<file path="src/rtl/axi_lite_multi_read_fifo_if.sv">
// axi_lite_multi_read_fifo_if: AXI-Lite read address and read data channels
interface axi_lite_multi_read_fifo_if #(
  parameter int ADDR_WIDTH = 32,
  parameter int BUS_WIDTH = 32
);
  logic arready;
  logic arvalid;
  logic [ADDR_WIDTH-1:0] araddr;
  logic rready;
  logic rvalid;
  logic [BUS_WIDTH-1:0] rdata;
  logic [1:0] rresp;
  modport slave(output arready, rvalid, rdata, rresp, input arvalid, araddr, rready);
  modport master(input arready, rvalid, rdata, rresp, output arvalid, araddr, rready);
endinterface

</file>
<file path="src/rtl/axi_lite_multi_read_fifo.sv">
// axi_lite_multi_read_fifo: per-channel stream FIFOs read back through an AXI-Lite read-only register map
module axi_lite_multi_read_fifo #(
  parameter int ADDR_WIDTH = 32,
  parameter logic [ADDR_WIDTH-1:0] BASE_ADDR = '0,
  parameter int BUS_WIDTH = 32,
  parameter int CHANNELS = 4,
  parameter int DEPTH = 8
) (
  input logic clk,
  input logic reset,
  output logic [CHANNELS-1:0] ready_in,
  input logic [CHANNELS-1:0] valid_in,
  input logic [CHANNELS*BUS_WIDTH-1:0] data_in,
  axi_lite_multi_read_fifo_if.slave s_axi
);
  localparam int AW = $clog2(BUS_WIDTH/8);
  localparam int PW = $clog2(DEPTH);
  localparam int CW = PW + 1;
  localparam int SW = CHANNELS > 1 ? $clog2(CHANNELS) : 1;
  typedef enum logic {IDLE, RESP} state_t;
  state_t state;
  logic [ADDR_WIDTH-1:0] off, idx;
  logic mapped, ar_hs;
  logic [SW-1:0] sel;
  logic [CHANNELS-1:0] push, pop, full, empty;
  logic [CHANNELS-1:0][CW-1:0] count;
  logic [CHANNELS-1:0][BUS_WIDTH-1:0] head;
  logic [BUS_WIDTH-1:0] status, rdata_n;
  logic [1:0] rresp_n;
  assign off = s_axi.araddr - BASE_ADDR;
  assign idx = off >> AW;
  assign mapped = s_axi.araddr >= BASE_ADDR && idx < ADDR_WIDTH'(2 * CHANNELS);
  assign sel = SW'(idx >> 1);
  assign ar_hs = s_axi.arvalid && s_axi.arready;
  // response for the address currently presented, taken from pre-edge FIFO state
  always_comb begin
    status = '0;
    status[CW-1:0] = count[sel];
    status[BUS_WIDTH-1] = empty[sel];
    status[BUS_WIDTH-2] = full[sel];
    rdata_n = !mapped ? '0 : idx[0] ? status : empty[sel] ? '0 : head[sel];
    rresp_n = !mapped ? 2'b11 : idx[0] ? 2'b00 : empty[sel] ? 2'b10 : 2'b00;
  end
  for (genvar c = 0; c < CHANNELS; c++) begin : g_ch
    logic [BUS_WIDTH-1:0] mem [DEPTH];
    logic [PW-1:0] wr_ptr, rd_ptr;
    logic [CW-1:0] cnt;
    assign full[c] = cnt == CW'(DEPTH);
    assign empty[c] = cnt == '0;
    assign ready_in[c] = !full[c];
    assign push[c] = valid_in[c] && !full[c];
    assign pop[c] = ar_hs && mapped && !idx[0] && sel == SW'(c) && !empty[c];
    assign count[c] = cnt;
    assign head[c] = mem[rd_ptr];
    // storage needs no reset: stale entries are never visible because count gates every read
    always_ff @(posedge clk)
      if (push[c]) mem[wr_ptr] <= data_in[c*BUS_WIDTH +: BUS_WIDTH];
    // pointers wrap naturally; count carries the extra bit that tells full from empty
    always_ff @(posedge clk)
      if (reset) begin
        wr_ptr <= '0;
        rd_ptr <= '0;
        cnt <= '0;
      end else begin
        if (push[c]) wr_ptr <= wr_ptr + PW'(1);
        if (pop[c]) rd_ptr <= rd_ptr + PW'(1);
        cnt <= cnt + CW'(push[c]) - CW'(pop[c]);
      end
  end
  // one outstanding read: capture the response on AR, hold it until R completes
  always_ff @(posedge clk)
    if (reset) begin
      state <= IDLE;
      s_axi.arready <= 1'b1;
      s_axi.rvalid <= 1'b0;
      s_axi.rdata <= '0;
      s_axi.rresp <= 2'b00;
    end else
      case (state)
        IDLE:
          if (s_axi.arvalid) begin
            state <= RESP;
            s_axi.arready <= 1'b0;
            s_axi.rvalid <= 1'b1;
            s_axi.rdata <= rdata_n;
            s_axi.rresp <= rresp_n;
          end
        RESP:
          if (s_axi.rready) begin
            state <= IDLE;
            s_axi.arready <= 1'b1;
            s_axi.rvalid <= 1'b0;
          end
      endcase
endmodule

</file>
<file path="src/flat_wrapper.sv">
// flat-port wrapper written by rule: the top's interface ports become plain ports
module axi_lite_multi_read_fifo_flat 
#(
  parameter int ADDR_WIDTH = 32,
  parameter logic [ADDR_WIDTH-1:0] BASE_ADDR = '0,
  parameter int BUS_WIDTH = 32,
  parameter int CHANNELS = 4,
  parameter int DEPTH = 8
)
  (clk, reset, ready_in, valid_in, data_in, s_axi_arready, s_axi_rvalid, s_axi_rdata, s_axi_rresp, s_axi_arvalid, s_axi_araddr, s_axi_rready);
  axi_lite_multi_read_fifo_if #(.ADDR_WIDTH(ADDR_WIDTH), .BUS_WIDTH(BUS_WIDTH)) s_axi_i ();
  input logic clk;
  input logic reset;
  output logic [CHANNELS-1:0] ready_in;
  input logic [CHANNELS-1:0] valid_in;
  input logic [CHANNELS*BUS_WIDTH-1:0] data_in;
  output wire logic [$bits(s_axi_i.arready)-1:0] s_axi_arready;
  output wire logic [$bits(s_axi_i.rvalid)-1:0] s_axi_rvalid;
  output wire logic [$bits(s_axi_i.rdata)-1:0] s_axi_rdata;
  output wire logic [$bits(s_axi_i.rresp)-1:0] s_axi_rresp;
  input wire logic [$bits(s_axi_i.arvalid)-1:0] s_axi_arvalid;
  input wire logic [$bits(s_axi_i.araddr)-1:0] s_axi_araddr;
  input wire logic [$bits(s_axi_i.rready)-1:0] s_axi_rready;
  assign s_axi_arready = s_axi_i.arready;
  assign s_axi_rvalid = s_axi_i.rvalid;
  assign s_axi_rdata = s_axi_i.rdata;
  assign s_axi_rresp = s_axi_i.rresp;
  assign s_axi_i.arvalid = s_axi_arvalid;
  assign s_axi_i.araddr = s_axi_araddr;
  assign s_axi_i.rready = s_axi_rready;
  axi_lite_multi_read_fifo #(.ADDR_WIDTH(ADDR_WIDTH), .BASE_ADDR(BASE_ADDR), .BUS_WIDTH(BUS_WIDTH), .CHANNELS(CHANNELS), .DEPTH(DEPTH)) u_core (.clk(clk), .reset(reset), .ready_in(ready_in), .valid_in(valid_in), .data_in(data_in), .s_axi(s_axi_i));
endmodule
</file>
<file path="config.mk">
export PLATFORM = sky130hd
export DESIGN_NAME = axi_lite_multi_read_fifo_flat
export DESIGN_NICKNAME = d
export VERILOG_FILES = /design/src/rtl/axi_lite_multi_read_fifo_if.sv /design/src/rtl/axi_lite_multi_read_fifo.sv /design/src/flat_wrapper.sv
export SDC_FILE = /design/constraint.sdc
export NUM_CORES = 1
export LEC_CHECK = 0
export ABC_AREA = 0
export CAP_MARGIN = 10
export CORE_MARGIN = 4
export CORE_UTILIZATION = 60
export DETAILED_ROUTE_END_ITERATION = 12
export PLACE_DENSITY = 0.83
export SYNTH_ARGS = -nofsm -noshare
export SYNTH_HDL_FRONTEND = slang
export SYNTH_SLANG_ARGS = --single-unit
</file>
<file path="constraint.sdc">
create_clock -name clk -period 7.5 [get_ports clk]
set_clock_uncertainty 0.15 [all_clocks]
set_input_delay 2.25 -clock clk [delete_from_list [all_inputs] [get_ports clk]]
set_output_delay 2.25 -clock clk [all_outputs]
set_load 0.005 [all_outputs]
</file>
# After elaboration in Yosys (flattened, before gate mapping)
# Memory sizes are Yosys's and may differ from the RTL's. A register that Yosys moved wholly into a read port is not among the register bits.
# Index checks and enable logic that the tools add are counted.
dict set report word_totals {
  n_memories 4
  output_inout_bits 40
  ram_bits 1024
  elab_cells 121
  inputBits 168
  ff_bits 77
}
# memory depth word_bits read_ports rd_clocked_by_memory_dff wr line
set mem_list {}
lappend mem_list {{u_core.g_ch[0].mem} 8 32 1 1 1 axi_lite_multi_read_fifo.sv:45} ;# logic [BUS_WIDTH-1:0] mem [DEPTH];
lappend mem_list {{u_core.g_ch[1].mem} 8 32 1 1 1 axi_lite_multi_read_fifo.sv:45}
lappend mem_list {{u_core.g_ch[2].mem} 8 32 1 1 1 axi_lite_multi_read_fifo.sv:45}
lappend mem_list {{u_core.g_ch[3].mem} 8 32 1 1 1 axi_lite_multi_read_fifo.sv:45}
dict set report op_classes {
  n_reduce_logical 32
  bitwise 1
  order_cmp 3
  n_eq_ne 9
  add_sub_neg 16
  muxes 39
}
# operator n
set op_table {}
lappend op_table {{$mux 32} 4}
lappend op_table {{$bmux 32 s2} 1}
lappend op_table {{$ge 32x1->1 const B} 1}
lappend op_table {{$lt 30x4->1 const B} 1}
lappend op_table {{$add 3x1->3 const B} 8}
lappend op_table {{$mux 3} 8}
lappend op_table {{$add 4x1->4} 4}
lappend op_table {{$eq 4x4->1 const B} 4}
lappend op_table {{$logic_and 1x1->1} 16}
lappend op_table {{$logic_not 4->1} 4}
lappend op_table {{$mux 1} 16}
lappend op_table {{$sub 4x1->4} 4}
lappend op_table {{$logic_not 1->1} 9}
lappend op_table {{$bmux 4 s2} 1}
lappend op_table {{$mux 2} 3}
lappend op_table {{$pmux 1 s2} 3}
lappend op_table {{$bmux 1 s2} 2}
lappend op_table {{$eq 2x2->1 const B} 2}
lappend op_table {{$mux 4} 1}
lappend op_table {{$ne 2x2->1 const B} 2}
lappend op_table {{$reduce_and 2->1} 2}
lappend op_table {{$lt 2x3->1 const B} 1}
lappend op_table {{$eq 2x1->1 const B} 1}
lappend op_table {{$logic_not 2->1} 1}
lappend op_table {{$not 1->1} 1}

# Depth between registers and ports, before layout
dict set report depth {
  depth_word 8
  mapped_depth 12
  depth_no_buf 11
}

# Least setup slack after synthesis
# Ideal clock, no wire load.
dict set report synth_path {
  path_kind {input-to-reg}
  from {input valid_in[1]}
  to {memory u_core.g_ch[1].mem[0][0] (enable)}
  stages 2
  path_buffers 0
  arrival_ps 5500
  setup_slack_ps 1348
  required_ps 6848
  cell_sequence {nand2_1 > nor4_1}
}
dict set report synth_between {
  elab_chain_len 3
}
# element line
set synth_lines {}
lappend synth_lines {{start, declared} flat_wrapper.sv:15} ;# input logic [CHANNELS-1:0] valid_in;
lappend synth_lines {{$logic_and 1x1->1} axi_lite_multi_read_fifo.sv:51} ;# assign push[c] = valid_in[c] && !full[c];
lappend synth_lines {{$mux 1} axi_lite_multi_read_fifo.sv:57} ;# if (push[c]) mem[wr_ptr] <= data_in[c*BUS_WIDTH +: BUS_WIDTH];
lappend synth_lines {{$mux 1 (not written as such)} axi_lite_multi_read_fifo.sv:57}
lappend synth_lines {{end, declared} axi_lite_multi_read_fifo.sv:45}
# No other way between the ends.

# Final worst setup path
dict set report layout_path {
  from {input s_axi_araddr[2]}
  to {register u_core.g_ch[2].cnt[2]}
}
dict set report layout_between {
  elab_chain_len 7
}
# element line
set layout_lines {}
lappend layout_lines {{start, declared} flat_wrapper.sv:22} ;# input wire logic [$bits(s_axi_i.araddr)-1:0] s_axi_araddr;
lappend layout_lines {{$ge 32x1->1 or $lt 30x4->1 (tied branches)} axi_lite_multi_read_fifo.sv:32} ;# assign mapped = s_axi.araddr >= BASE_ADDR && idx < ADDR_WIDTH'(2 * CHANNELS);
lappend layout_lines {{$logic_and 1x1->1} axi_lite_multi_read_fifo.sv:32}
lappend layout_lines {{$logic_and 1x1->1} axi_lite_multi_read_fifo.sv:52} ;# assign pop[c] = ar_hs && mapped && !idx[0] && sel == SW'(c) && !empty[c];
lappend layout_lines {{$logic_and 1x1->1 * (3 in series)} axi_lite_multi_read_fifo.sv:52}
lappend layout_lines {{$sub 4x1->4 *} axi_lite_multi_read_fifo.sv:67} ;# cnt <= cnt + CW'(push[c]) - CW'(pop[c]);
lappend layout_lines {{end signal, assigned} axi_lite_multi_read_fifo.sv:67}
lappend layout_lines {{end, declared} axi_lite_multi_read_fifo.sv:47} ;# logic [CW-1:0] cnt;
# Every way passes the cells marked *; elsewhere a longest branch is shown, timed or not.
# A chain may end at the register's enable or synchronous reset.

==> results.sh <==
export IMPL_slowest_delay_ns=0.76
export IMPL_cp_required_ns=7.85
export IMPL_drt_iter0_drc=2846
export IMPL_die_area_um2=76700
export IMPL_wl_per_cell_um=29.7
export IMPL_r2r_cells=6
export IMPL_cts_tree="done"
export IMPL_via_count=22150
export IMPL_gr_total_overflow=0
export IMPL_final_setup_tns_ns=0
export IMPL_synth_cells=2101
export IMPL_crit_path_max_fanout=14
export IMPL_place_hpwl_mm=58.0
export IMPL_die_w_um=277
export IMPL_final_util_pct=70.0
export IMPL_critPathTopFamily="buffers and inverters"
export IMPL_vdd_ir_drop_max_mv=0.230
export IMPL_ys_types=55
export IMPL_rsz0062_at_grt="false"
export IMPL_cts_buffers=105
export IMPL_holdCritPathClass="register to register"
export IMPL_clkTransAtPathRegs_ns=0.07
export IMPL_reg2reg_slack_ns=4.04
export IMPL_firstDrtPassIters=6
export IMPL_postSynthAreaPerCell_um2=20.7
export IMPL_fmax_mhz=211
export IMPL_via_per_inst=6.51
export IMPL_grt_max_degree=70
export IMPL_end_kind="register"
export IMPL_num_io_pins=208
export IMPL_worstPathArrival_ns=5.09
export IMPL_die_h_um=277
export IMPL_min_period_over_period_pct=63.2
export IMPL_yosysWarnings=0
export IMPL_antenna_found_initial=20
export IMPL_track_usage_pct=26.2
export IMPL_crit_type="input port to register"
export IMPL_whs_path_depth=2
export IMPL_critPathLaunchType="input port"
export IMPL_cts_root_buffer_cell="clkbuf_16"
export IMPL_final_nets=2547
export IMPL_wl_mm=101
export IMPL_cts_hold_buffers=0
export IMPL_power_density_nw_per_um2=269
export IMPL_r2r_end="u_core.s_axi.rdata[11]"
export IMPL_row_count=98
export IMPL_synth_edf_count=1024
export IMPL_place_area_um2=46600
export IMPL_start_util_pct=60.6
export IMPL_mostFrequentLayoutCells="edfxtp_1 (1024), mux4_2 (260), clkdlybuf4s50_1 (202)"
export IMPL_setup_viol=0
export IMPL_grt_pass1_wl_mm=149
export IMPL_synth_area_um2=43400
export IMPL_max_cap_viol_count=0
export IMPL_cp_num_cells=10
export IMPL_synth_top_flop_cell="edfxtp_1"
export IMPL_min_period_ns=4.74
export IMPL_yosys_register_bits=1113
export IMPL_clkLatencyLatePin_ns=0.68
export IMPL_relSlewSlack_pct=27.1
export IMPL_gp_congestion=0.836
export IMPL_crit_start="s_axi_araddr[2]"
export IMPL_fp_coreArea_um2=71600
export IMPL_syn_nets=2301
export IMPL_ctsResizeCount=0
export IMPL_cts_buffer_depth=3
export IMPL_leakage_nw=15.6
export IMPL_async_reset_ff_share_pct=0
export IMPL_ant_nets=0
export IMPL_cts_max_level=3
export IMPL_layout_commonest_cell="edfxtp_1"
export IMPL_cts_num_sinks=1113
export IMPL_crit_chain="clkdlybuf4s50_1 > inv_2 > and3_1 > and4_1 > xnor2_1 > ha_1 > inv_1 > fa_1 > xor2_1 > nor2_1"
export IMPL_port_buffers=205
export IMPL_hold_viol=0
export IMPL_drive_above_1_share_pct=23.4
export IMPL_whs_ns=0.338
export IMPL_path_buf_inv=3
export IMPL_ys_seq_area_share_pct=75.0
export IMPL_post_route_drc_count=0
export IMPL_endpoint="u_core.g_ch[2].cnt[2]"
export IMPL_grt_pass1_vias=22533
export IMPL_slew_violations=0
export IMPL_fin_total_pwr_mw=13.5
export IMPL_worst_pin_slew_ns=1.09
export IMPL_cp_slowest_cell="clkdlybuf4s50_1"
export IMPL_outcome="finished clean"
export IMPL_stdcell_area_um2=50100
export IMPL_synthToLayoutAreaGrowth_pct=15.5
export IMPL_cts_setup_buffers=0
synthesized netlist by cell type, drive strengths merged, types with 6 or more instances:
library cell	count	area, um^2
a21oi	47	246
a22oi	6	55.1
buf	68	405
clkbuf	46	174
dfxtp	89	1780
edfxtp	1024	30700
ha	28	350
inv	25	93.8
mux2	28	315
mux2i	117	1170
mux4	260	5860
nand2	56	210
nand2b	15	93.8
nand3	15	75.1
nand4	32	200
nor2	84	315
nor2b	7	43.8
nor3	21	105
nor4	11	68.8
o211ai	26	295
o21ai	8	40.0
o22ai	11	68.8
or3b	8	70.1
xnor2	12	105
xor2	10	87.6
worst reg2reg max path: stages (launching register included):
cell      delay (ns)
dfxtp_4         0.85
buf_4           0.61
mux4_2          0.61
mux2i_1         0.37
mux2i_1         0.27
nand4_1         0.33
o211ai_2        0.15
worst min path at each step:
stage / start / to / slack (ns)
after floorplan: u_core.s_axi.rdata[3] / u_core.s_axi.rdata[3] / 0.29
after global placement: u_core.s_axi.rdata[27] / u_core.s_axi.rdata[27] / 0.31
after detailed placement: u_core.s_axi.rdata[23] / u_core.s_axi.rdata[23] / 0.32
after CTS: u_core.s_axi.rdata[3] / u_core.s_axi.rdata[3] / 0.33
after global routing: u_core.s_axi.rdata[3] / u_core.s_axi.rdata[3] / 0.36
final: u_core.s_axi.rdata[23] / u_core.s_axi.rdata[23] / 0.34
cell type report:
type                    count  area (um^2)
flip-flops and latches   1113        32600
fillers                  4126        21500
multi-input cells         849        10400
clock buffers             128         2800
repair buffers            253         2400
well taps                 950         1190
clock inverters            71          668
inverters                  25         93.8
diodes                     14         35.0
registers in the layout, indices dropped and copies added, names as in the netlist, named ones only:
register / count
u_core.g_ch.cnt: 16
u_core.g_ch.mem: 1024
u_core.s_axi.rdata: 32
u_core.s_axi.rvalid: 1
u_core.g_ch.wr_ptr: 12
u_core.s_axi.arready: 1
u_core.s_axi.rresp: 2
u_core.state: 1
u_core.g_ch.rd_ptr: 12
cell families (layout without fill, tap and decap cells):
group	after synthesis	count (layout)	share of synthesized area (%)
buffers and inverters	139	477	1.55
adders and majority gates	32	32	0.992
AOI/OAI and AO/OA	116	116	1.95
DFF	1113	1113	75.0
other	0	14	0
muxes	405	405	16.9
xor gates and xnor gates	22	22	0.444
and+or+nand+nor	274	274	3.17
stage by stage:
| step | setup WS [ns] | instances |
|---|---|---|
| 6_report | 2.76 | 3403 |
| 5_1_grt | 2.67 | 3399 |
| 4_1_cts | 2.81 | 3389 |
| 3_5_place_dp | 2.17 | 3190 |
| 3_3_place_gp | 2.22 | 3190 |
| 2_1_floorplan | 1.35 | 2101 |
power breakdown:
group	switching [mW]	total, mW	internal (mW)
Clock	2.29	5.27	2.98
Combinational	0.638	1.04	0.405
Sequential	0.104	7.19	7.09
Total	3.03	13.5	10.5
layer usage:
layer,wire [um],share of wire [%],global-route usage [%]
met1,37000,37,35.6
met2,50600,50,42.7
met3,9580,9.5,5.49
met4,3780,3.7,9.73
met5,109,0.11,0
No activity file was read; power rests on OpenSTA's default activity.
